--- src/rtl/pixel_scan_pkg.sv ---
// Shared types and default raster geometry for the pixel scan sequencer.
package pixel_scan_pkg;

    localparam int H_ACTIVE_DEF = 8;
    localparam int H_BLANK_DEF  = 2;
    localparam int V_ACTIVE_DEF = 6;
    localparam int V_BLANK_DEF  = 2;
    localparam int DATA_W       = 8;

    typedef enum logic [1:0] {
        ST_IDLE   = 2'd0,
        ST_ACTIVE = 2'd1,
        ST_HBLANK = 2'd2,
        ST_VBLANK = 2'd3
    } scan_state_t;

    // Counter width that never collapses to zero bits for degenerate geometries.
    function automatic int cnt_w(input int n);
        return (n <= 1) ? 1 : $clog2(n);
    endfunction

endpackage

--- src/rtl/pixel_scan_ctrl_if.sv ---
// Upstream pixel stream: source presents valid/data, the scanner pops with ready.
interface pixel_scan_ctrl_if #(
    parameter int DATA_W = pixel_scan_pkg::DATA_W
) ();
    logic              valid;
    logic              ready;
    logic [DATA_W-1:0] data;

    modport master (output valid, output data, input  ready);
    modport slave  (input  valid, input  data, output ready);
endinterface

--- src/rtl/pixel_scan_ctrl_scan_counter.sv ---
// Column/row raster counters advancing on qualified ticks, with line and frame end flags.
module scan_counter
    import pixel_scan_pkg::*;
#(
    parameter int H_TOTAL = H_ACTIVE_DEF + H_BLANK_DEF,
    parameter int V_TOTAL = V_ACTIVE_DEF + V_BLANK_DEF,
    parameter int COL_W   = cnt_w(H_TOTAL),
    parameter int ROW_W   = cnt_w(V_TOTAL)
) (
    input  logic             clk,
    input  logic             n_rst,
    input  logic             clr,
    input  logic             inc,
    output logic [COL_W-1:0] col,
    output logic [ROW_W-1:0] row,
    output logic             eol,
    output logic             eof
);

    localparam logic [COL_W-1:0] COL_LAST = COL_W'(H_TOTAL - 1);
    localparam logic [ROW_W-1:0] ROW_LAST = ROW_W'(V_TOTAL - 1);

    logic [COL_W-1:0] col_q, col_d;
    logic [ROW_W-1:0] row_q, row_d;

    assign eol = (col_q == COL_LAST);
    assign eof = eol && (row_q == ROW_LAST);

    always_comb begin
        col_d = col_q;
        row_d = row_q;
        if (clr) begin
            col_d = '0;
            row_d = '0;
        end else if (inc) begin
            if (eol) begin
                col_d = '0;
                row_d = (row_q == ROW_LAST) ? '0 : row_q + ROW_W'(1);
            end else begin
                col_d = col_q + COL_W'(1);
            end
        end
    end

    always_ff @(posedge clk or negedge n_rst) begin
        if (!n_rst) begin
            col_q <= '0;
            row_q <= '0;
        end else begin
            col_q <= col_d;
            row_q <= row_d;
        end
    end

    assign col = col_q;
    assign row = row_q;

endmodule

--- src/rtl/pixel_scan_ctrl.sv ---
// Frame scan sequencer: turns divider flag toggles into ticks, walks the raster
// and pops one upstream pixel per active tick.
module pixel_scan_ctrl
    import pixel_scan_pkg::*;
#(
    parameter int H_ACTIVE = H_ACTIVE_DEF,
    parameter int H_BLANK  = H_BLANK_DEF,
    parameter int V_ACTIVE = V_ACTIVE_DEF,
    parameter int V_BLANK  = V_BLANK_DEF,
    parameter int DATA_W   = pixel_scan_pkg::DATA_W,
    localparam int H_TOTAL = H_ACTIVE + H_BLANK,
    localparam int V_TOTAL = V_ACTIVE + V_BLANK,
    localparam int COL_W   = cnt_w(H_TOTAL),
    localparam int ROW_W   = cnt_w(V_TOTAL)
) (
    input  logic                clk,
    input  logic                n_rst,
    input  logic                start,
    input  logic                stop,
    input  logic                pix_flag,
    pixel_scan_ctrl_if.slave    pix_if,
    output logic                div_enable,
    output logic [DATA_W-1:0]   pix_out,
    output logic                hblank,
    output logic                vblank,
    output logic                frame_done,
    output logic                underrun,
    output logic                busy,
    output logic [COL_W-1:0]    col,
    output logic [ROW_W-1:0]    row
);

    localparam logic [COL_W-1:0] COL_ACT_LAST = COL_W'(H_ACTIVE - 1);
    localparam logic [ROW_W-1:0] ROW_ACT_LAST = ROW_W'(V_ACTIVE - 1);

    scan_state_t       state_q, state_d;
    logic              pix_flag_q, pix_flag_d;
    logic              stop_pending_q, stop_pending_d;
    logic              underrun_q, underrun_d;
    logic              frame_done_q, frame_done_d;
    logic [DATA_W-1:0] pix_out_q, pix_out_d;

    logic              tick;
    logic              pix_ready;
    logic              cnt_clr;
    logic              cnt_inc;
    logic              eol;
    logic              eof;
    logic              stop_now;

    // The divider toggles its flag once per pixel period; either edge is a tick.
    assign tick     = pix_flag ^ pix_flag_q;
    assign stop_now = stop_pending_q | stop;

    scan_counter #(
        .H_TOTAL (H_TOTAL),
        .V_TOTAL (V_TOTAL),
        .COL_W   (COL_W),
        .ROW_W   (ROW_W)
    ) u_scan_counter (
        .clk   (clk),
        .n_rst (n_rst),
        .clr   (cnt_clr),
        .inc   (cnt_inc),
        .col   (col),
        .row   (row),
        .eol   (eol),
        .eof   (eof)
    );

    always_comb begin
        state_d        = state_q;
        pix_flag_d     = pix_flag;
        stop_pending_d = stop_pending_q | stop;
        underrun_d     = underrun_q;
        frame_done_d   = 1'b0;
        pix_out_d      = pix_out_q;
        pix_ready      = 1'b0;
        cnt_clr        = 1'b0;
        cnt_inc        = tick && (state_q != ST_IDLE);

        unique case (state_q)
            ST_IDLE: begin
                if (start) begin
                    state_d    = ST_ACTIVE;
                    cnt_clr    = 1'b1;
                    underrun_d = 1'b0;
                end
            end
            ST_ACTIVE: begin
                if (tick) begin
                    if (pix_if.valid) begin
                        pix_ready = 1'b1;
                        pix_out_d = pix_if.data;
                    end else begin
                        pix_out_d  = '0;
                        underrun_d = 1'b1;
                    end
                    if (col == COL_ACT_LAST) begin
                        state_d = ST_HBLANK;
                    end
                end
            end
            ST_HBLANK: begin
                if (tick && eol) begin
                    state_d = (row < ROW_ACT_LAST) ? ST_ACTIVE : ST_VBLANK;
                end
            end
            ST_VBLANK: begin
                if (tick && eof) begin
                    frame_done_d = 1'b1;
                    // A stop arriving on the very last tick still ends this frame.
                    if (stop_now) begin
                        state_d        = ST_IDLE;
                        stop_pending_d = 1'b0;
                    end else begin
                        state_d = ST_ACTIVE;
                    end
                end
            end
            default: begin
                state_d = ST_IDLE;
            end
        endcase
    end

    always_ff @(posedge clk or negedge n_rst) begin
        if (!n_rst) begin
            state_q        <= ST_IDLE;
            pix_flag_q     <= 1'b0;
            stop_pending_q <= 1'b0;
            underrun_q     <= 1'b0;
            frame_done_q   <= 1'b0;
            pix_out_q      <= '0;
        end else begin
            state_q        <= state_d;
            pix_flag_q     <= pix_flag_d;
            stop_pending_q <= stop_pending_d;
            underrun_q     <= underrun_d;
            frame_done_q   <= frame_done_d;
            pix_out_q      <= pix_out_d;
        end
    end

    assign pix_if.ready = pix_ready;
    assign busy         = (state_q != ST_IDLE);
    assign div_enable   = busy;
    assign hblank       = (state_q == ST_HBLANK);
    assign vblank       = (state_q == ST_VBLANK);
    assign frame_done   = frame_done_q;
    assign underrun     = underrun_q;
    assign pix_out      = pix_out_q;

endmodule

--- src/flat_wrapper.sv ---
// flat-port wrapper written by rule: the top's interface ports become plain ports
module pixel_scan_ctrl_flat import pixel_scan_pkg::*;
#(
    parameter int H_ACTIVE = H_ACTIVE_DEF,
    parameter int H_BLANK  = H_BLANK_DEF,
    parameter int V_ACTIVE = V_ACTIVE_DEF,
    parameter int V_BLANK  = V_BLANK_DEF,
    parameter int DATA_W   = pixel_scan_pkg::DATA_W,
    localparam int H_TOTAL = H_ACTIVE + H_BLANK,
    localparam int V_TOTAL = V_ACTIVE + V_BLANK,
    localparam int COL_W   = cnt_w(H_TOTAL),
    localparam int ROW_W   = cnt_w(V_TOTAL)
)
  (clk, n_rst, start, stop, pix_flag, div_enable, pix_out, hblank, vblank, frame_done, underrun, busy, col, row, pix_if_valid, pix_if_data, pix_if_ready);
  pixel_scan_ctrl_if #(.DATA_W(DATA_W)) pix_if_i ();
  input  logic clk;
  input  logic n_rst;
  input  logic start;
  input  logic stop;
  input  logic pix_flag;
  output logic div_enable;
  output logic [DATA_W-1:0] pix_out;
  output logic hblank;
  output logic vblank;
  output logic frame_done;
  output logic underrun;
  output logic busy;
  output logic [COL_W-1:0] col;
  output logic [ROW_W-1:0] row;
  input wire logic [$bits(pix_if_i.valid)-1:0] pix_if_valid;
  input wire logic [$bits(pix_if_i.data)-1:0] pix_if_data;
  output wire logic [$bits(pix_if_i.ready)-1:0] pix_if_ready;
  assign pix_if_i.valid = pix_if_valid;
  assign pix_if_i.data = pix_if_data;
  assign pix_if_ready = pix_if_i.ready;
  pixel_scan_ctrl #(.H_ACTIVE(H_ACTIVE), .H_BLANK(H_BLANK), .V_ACTIVE(V_ACTIVE), .V_BLANK(V_BLANK), .DATA_W(DATA_W)) u_core (.clk(clk), .n_rst(n_rst), .start(start), .stop(stop), .pix_flag(pix_flag), .pix_if(pix_if_i), .div_enable(div_enable), .pix_out(pix_out), .hblank(hblank), .vblank(vblank), .frame_done(frame_done), .underrun(underrun), .busy(busy), .col(col), .row(row));
endmodule
--- config.mk ---
export PLATFORM = sky130hd
export DESIGN_NAME = pixel_scan_ctrl_flat
export DESIGN_NICKNAME = d
export VERILOG_FILES = /design/src/rtl/pixel_scan_pkg.sv /design/src/rtl/pixel_scan_ctrl_if.sv /design/src/rtl/pixel_scan_ctrl_scan_counter.sv /design/src/rtl/pixel_scan_ctrl.sv /design/src/flat_wrapper.sv
export SDC_FILE = /design/constraint.sdc
export NUM_CORES = 1
export LEC_CHECK = 0
export CORE_UTILIZATION = 40
export DETAILED_ROUTE_END_ITERATION = 12
export PLACE_DENSITY_LB_ADDON = 0.08
export RECOVER_POWER = 100
export SLEW_MARGIN = 20
export SYNTH_ARGS = -nofsm -noshare
export SYNTH_HDL_FRONTEND = slang
export SYNTH_SLANG_ARGS = --single-unit
export TNS_END_PERCENT = 1
--- constraint.sdc ---
create_clock -name clk -period 4.5 [get_ports clk]
set_clock_uncertainty 0.1 [all_clocks]
set_input_delay 1.35 -clock clk [delete_from_list [all_inputs] [get_ports clk]]
set_output_delay 1.35 -clock clk [all_outputs]
set_load 0.01 [all_outputs]
==> flow_metrics.py <==
metrics = {
    "clock_network": {
        "cts_resized": 0,
        "cts_made_buffers": 3,
        "cts_setup_buffers": 0,
        "cts_buffer_depth": 2,
        "clk-insertion-delay-late_ns": 0.31,
        "clockRootBuffer": "clkbuf_4",
        "cts_max_level": 1,
        "hold_buffers": 0,
        "clk_pin_slew_ns": 0.12,
        "clock-sinks": 21,
        "tritoncts": "done",
    },
    "die": {
        "fp-row-count": 19,
        "ios": 36,
        "die_w_um": 55.47,
        "start_util": 0.4183,
        "core_mm2": 0.002734,
        "die_area_mm2": 0.003077,
        "die_h_um": 55.47,
    },
    "layout": {
        "final_cell_mix": "dlygate4sd3_1, dfrtp_1, clkdlybuf4s50_1",
        "diodes": 0,
        "fillers": 266,
        "nets": 165,
        "multi_input_area_um2": 529.3,
        "layout-drive-gt1-share": 0.03425,
        "regArea_um2": 525.5,
        "area_growth_pct": 30.31,
        "fin_area_mm2": 0.001490,
    },
    "power_and_ir_drop": {
        "ir_drop_mv": 0.3379,
        "p_leak_nw": 0.6565,
        "power.density_mw_per_mm2": 525.1,
    },
    "hold_path": {
        "holdCritPathClass": "flip-flop to flip-flop",
    },
    "global_route": {
        "grt_use_total": 0.1783,
        "antenna_found_initial": 0,
        "grt_pass1_vias": 949,
        "overflow": 0,
        "grt_max_degree": 23,
        "grt_pass1_wl_mm": 4.374,
    },
    "synth": {
        "synth_seq_cells": 21,
        "synth_edf_count": 0,
        "synth_warnings": 0,
        "synth_flop_cell": "dfrtp_1",
        "synth_area_leader_cell": "dfrtp_1",
        "netlist_instances": 115,
        "synthArstFlopShare": 1.000,
        "synth_area_per_cell_um2": 9.944,
        "synth.distinct_cells": 40,
        "synth.top_cell.area_share": 0.4595,
        "syn-num-nets": 133,
        "synth_area_mm2": 0.001144,
        "synthTopCellsByArea": "dfrtp_1, o31ai_1, ha_1",
        "yosysSeqAreaShare": 0.4595,
    },
    "timing": {
        "setup_viol": 0,
        "hold_viol_final": 0,
        "fin_crit_ns": 4.251,
        "relSlewSlack": 0.2581,
        "slew_violations": 0,
        "fin_crit_sh": 0.9446,
        "tightest_slew_ns": 1.113,
        "fmax_mhz": 235.2,
        "tns_ns": 0,
        "rsz0062_at_grt": "false",
    },
    "critical_path": {
        "setup.worst_path.start": "pix_flag",
        "r2r_end": "u_core.u_scan_counter.row[2]",
        "crit_required_ns": 3.05,
        "cp-endpoint": "pix_if_ready",
        "worstSetupStartpointType": "primary input",
        "worstPathArrival_ns": 2.80,
        "worstReg2RegStart": "u_core.pix_flag_q",
        "r2r_cells": 4,
        "critical_path.max_fanout": 3,
        "crit_path_end_kind": "output pin",
        "reg2reg_slack_ns": 2.49,
        "path_class": "primary input to output pin",
    },
    "placed_design": {
        "place_area_mm2": 0.001489,
        "place.gp.congestion": 0.8030,
        "port_buffers": 35,
        "post-dp-hpwl_mm": 1.779,
    },
    "status": {
        "status": "complete, no violations",
    },
    "routing": {
        "drtIter0Drc": 11,
        "avgRoutedWirePerCell_um": 14.16,
        "post-route-drc-count": 0,
        "vias": 1029,
        "wirelength_mm": 2.506,
        "ant_nets": 0,
        "via_per_inst": 5.814,
        "dr.pass1.iters": 4,
    },
    "run": {
        "max_cap_viol_count": 0,
    },
}
-- synth_stat cells, drive strengths merged (2+ instances only) --
cell,n
dfrtp,21
nor2b,2
o211ai,3
nand4,2
nand3,4
nand2,12
inv,4
a21oi,4
nor3,3
a41oi,3
a221o,2
o31ai,8
ha,4
buf,9
o21ai,13
nor2,3
-- worst max-delay path, stage by stage --
cell and delay, ns:
clkdlybuf4s50_1 0.46, xnor2_1 0.17, nor3b_1 0.18, dlygate4sd3_1 0.64
-- registers in the layout (all words and copies together), names as in the netlist --
name                       cells
u_core.state_q                 2
u_core.u_scan_counter.col      4
u_core.pix_flag_q              1
u_core.frame_done              1
u_core.u_scan_counter.row      3
u_core.stop_pending_q          1
u_core.underrun                1
u_core.pix_out                 8
-- metrics by stage --
| stage | hold WS [ns] | instances | util | worst slack (ns) | total power [mW] |
|---|---|---|---|---|---|
| 2_1_floorplan | 0.3660 | 115 | - | 1.054 | 0.5513 |
| 3_3_place_gp | 0.3731 | 173 | 0.5446 | 0.2497 | 0.7199 |
| 3_5_place_dp | 0.3845 | 173 | 0.5446 | 0.2310 | 0.7301 |
| 4_1_cts | 0.4136 | 177 | 0.5542 | 0.2213 | 0.8258 |
| 5_1_grt | 0.4393 | 177 | 0.5451 | 0.1284 | 0.8416 |
| 6_report | 0.4078 | 177 | 0.5451 | 0.2492 | 0.7825 |
-- how the worst min path moves through the flow --
stage	from	to	slack (ns)	cells past startpoint
CTS	u_core.pix_out[7]	u_core.pix_out[7]	0.41	2
global route	u_core.pix_out[7]	u_core.pix_out[7]	0.44	2
finish	u_core.pix_out[7]	u_core.pix_out[7]	0.41	2
detailed placement	u_core.pix_out[4]	u_core.pix_out[4]	0.38	2
global placement	u_core.pix_out[5]	u_core.pix_out[5]	0.37	2
floorplan	u_core.stop_pending_q	u_core.stop_pending_q	0.37	1
-- layer usage --
layer / vias to the layer above / global-route usage / part of all wire
li1: 489 / - / -
met1: 503 / 0.2340 / 0.46
met2: 32 / 0.2926 / 0.48
met3: 5 / 0.03044 / 0.043
met4: 0 / 0.07143 / 0.017
met5: - / 0 / 0
-- cells by family after synthesis --
family / synth area share
flops: 0.4595
fa+ha+maj: 0.04377
mux: 0.01860
xor+xnor: 0.02845
buf+inv: 0.06453
compound gates: 0.2440
simple gates: 0.1411
-- final cells by class --
| cell class | count | area share |
|---|---|---|
| multi-input combinational | 80 | 0.3552 |
| sequential | 21 | 0.3526 |
| timing repair buffer | 37 | 0.2385 |
| tap | 31 | 0.02603 |
| clock buffer | 4 | 0.01763 |
| inverter | 4 | 0.01008 |
-- where the power goes --
group | switching, mW | internal (mW) | total (mW)
Combinational | 0.181 | 0.185 | 0.366
Clock | 0.0599 | 0.0346 | 0.0945
Sequential | 0.0728 | 0.250 | 0.322
Power figures use the tool's default switching activity.
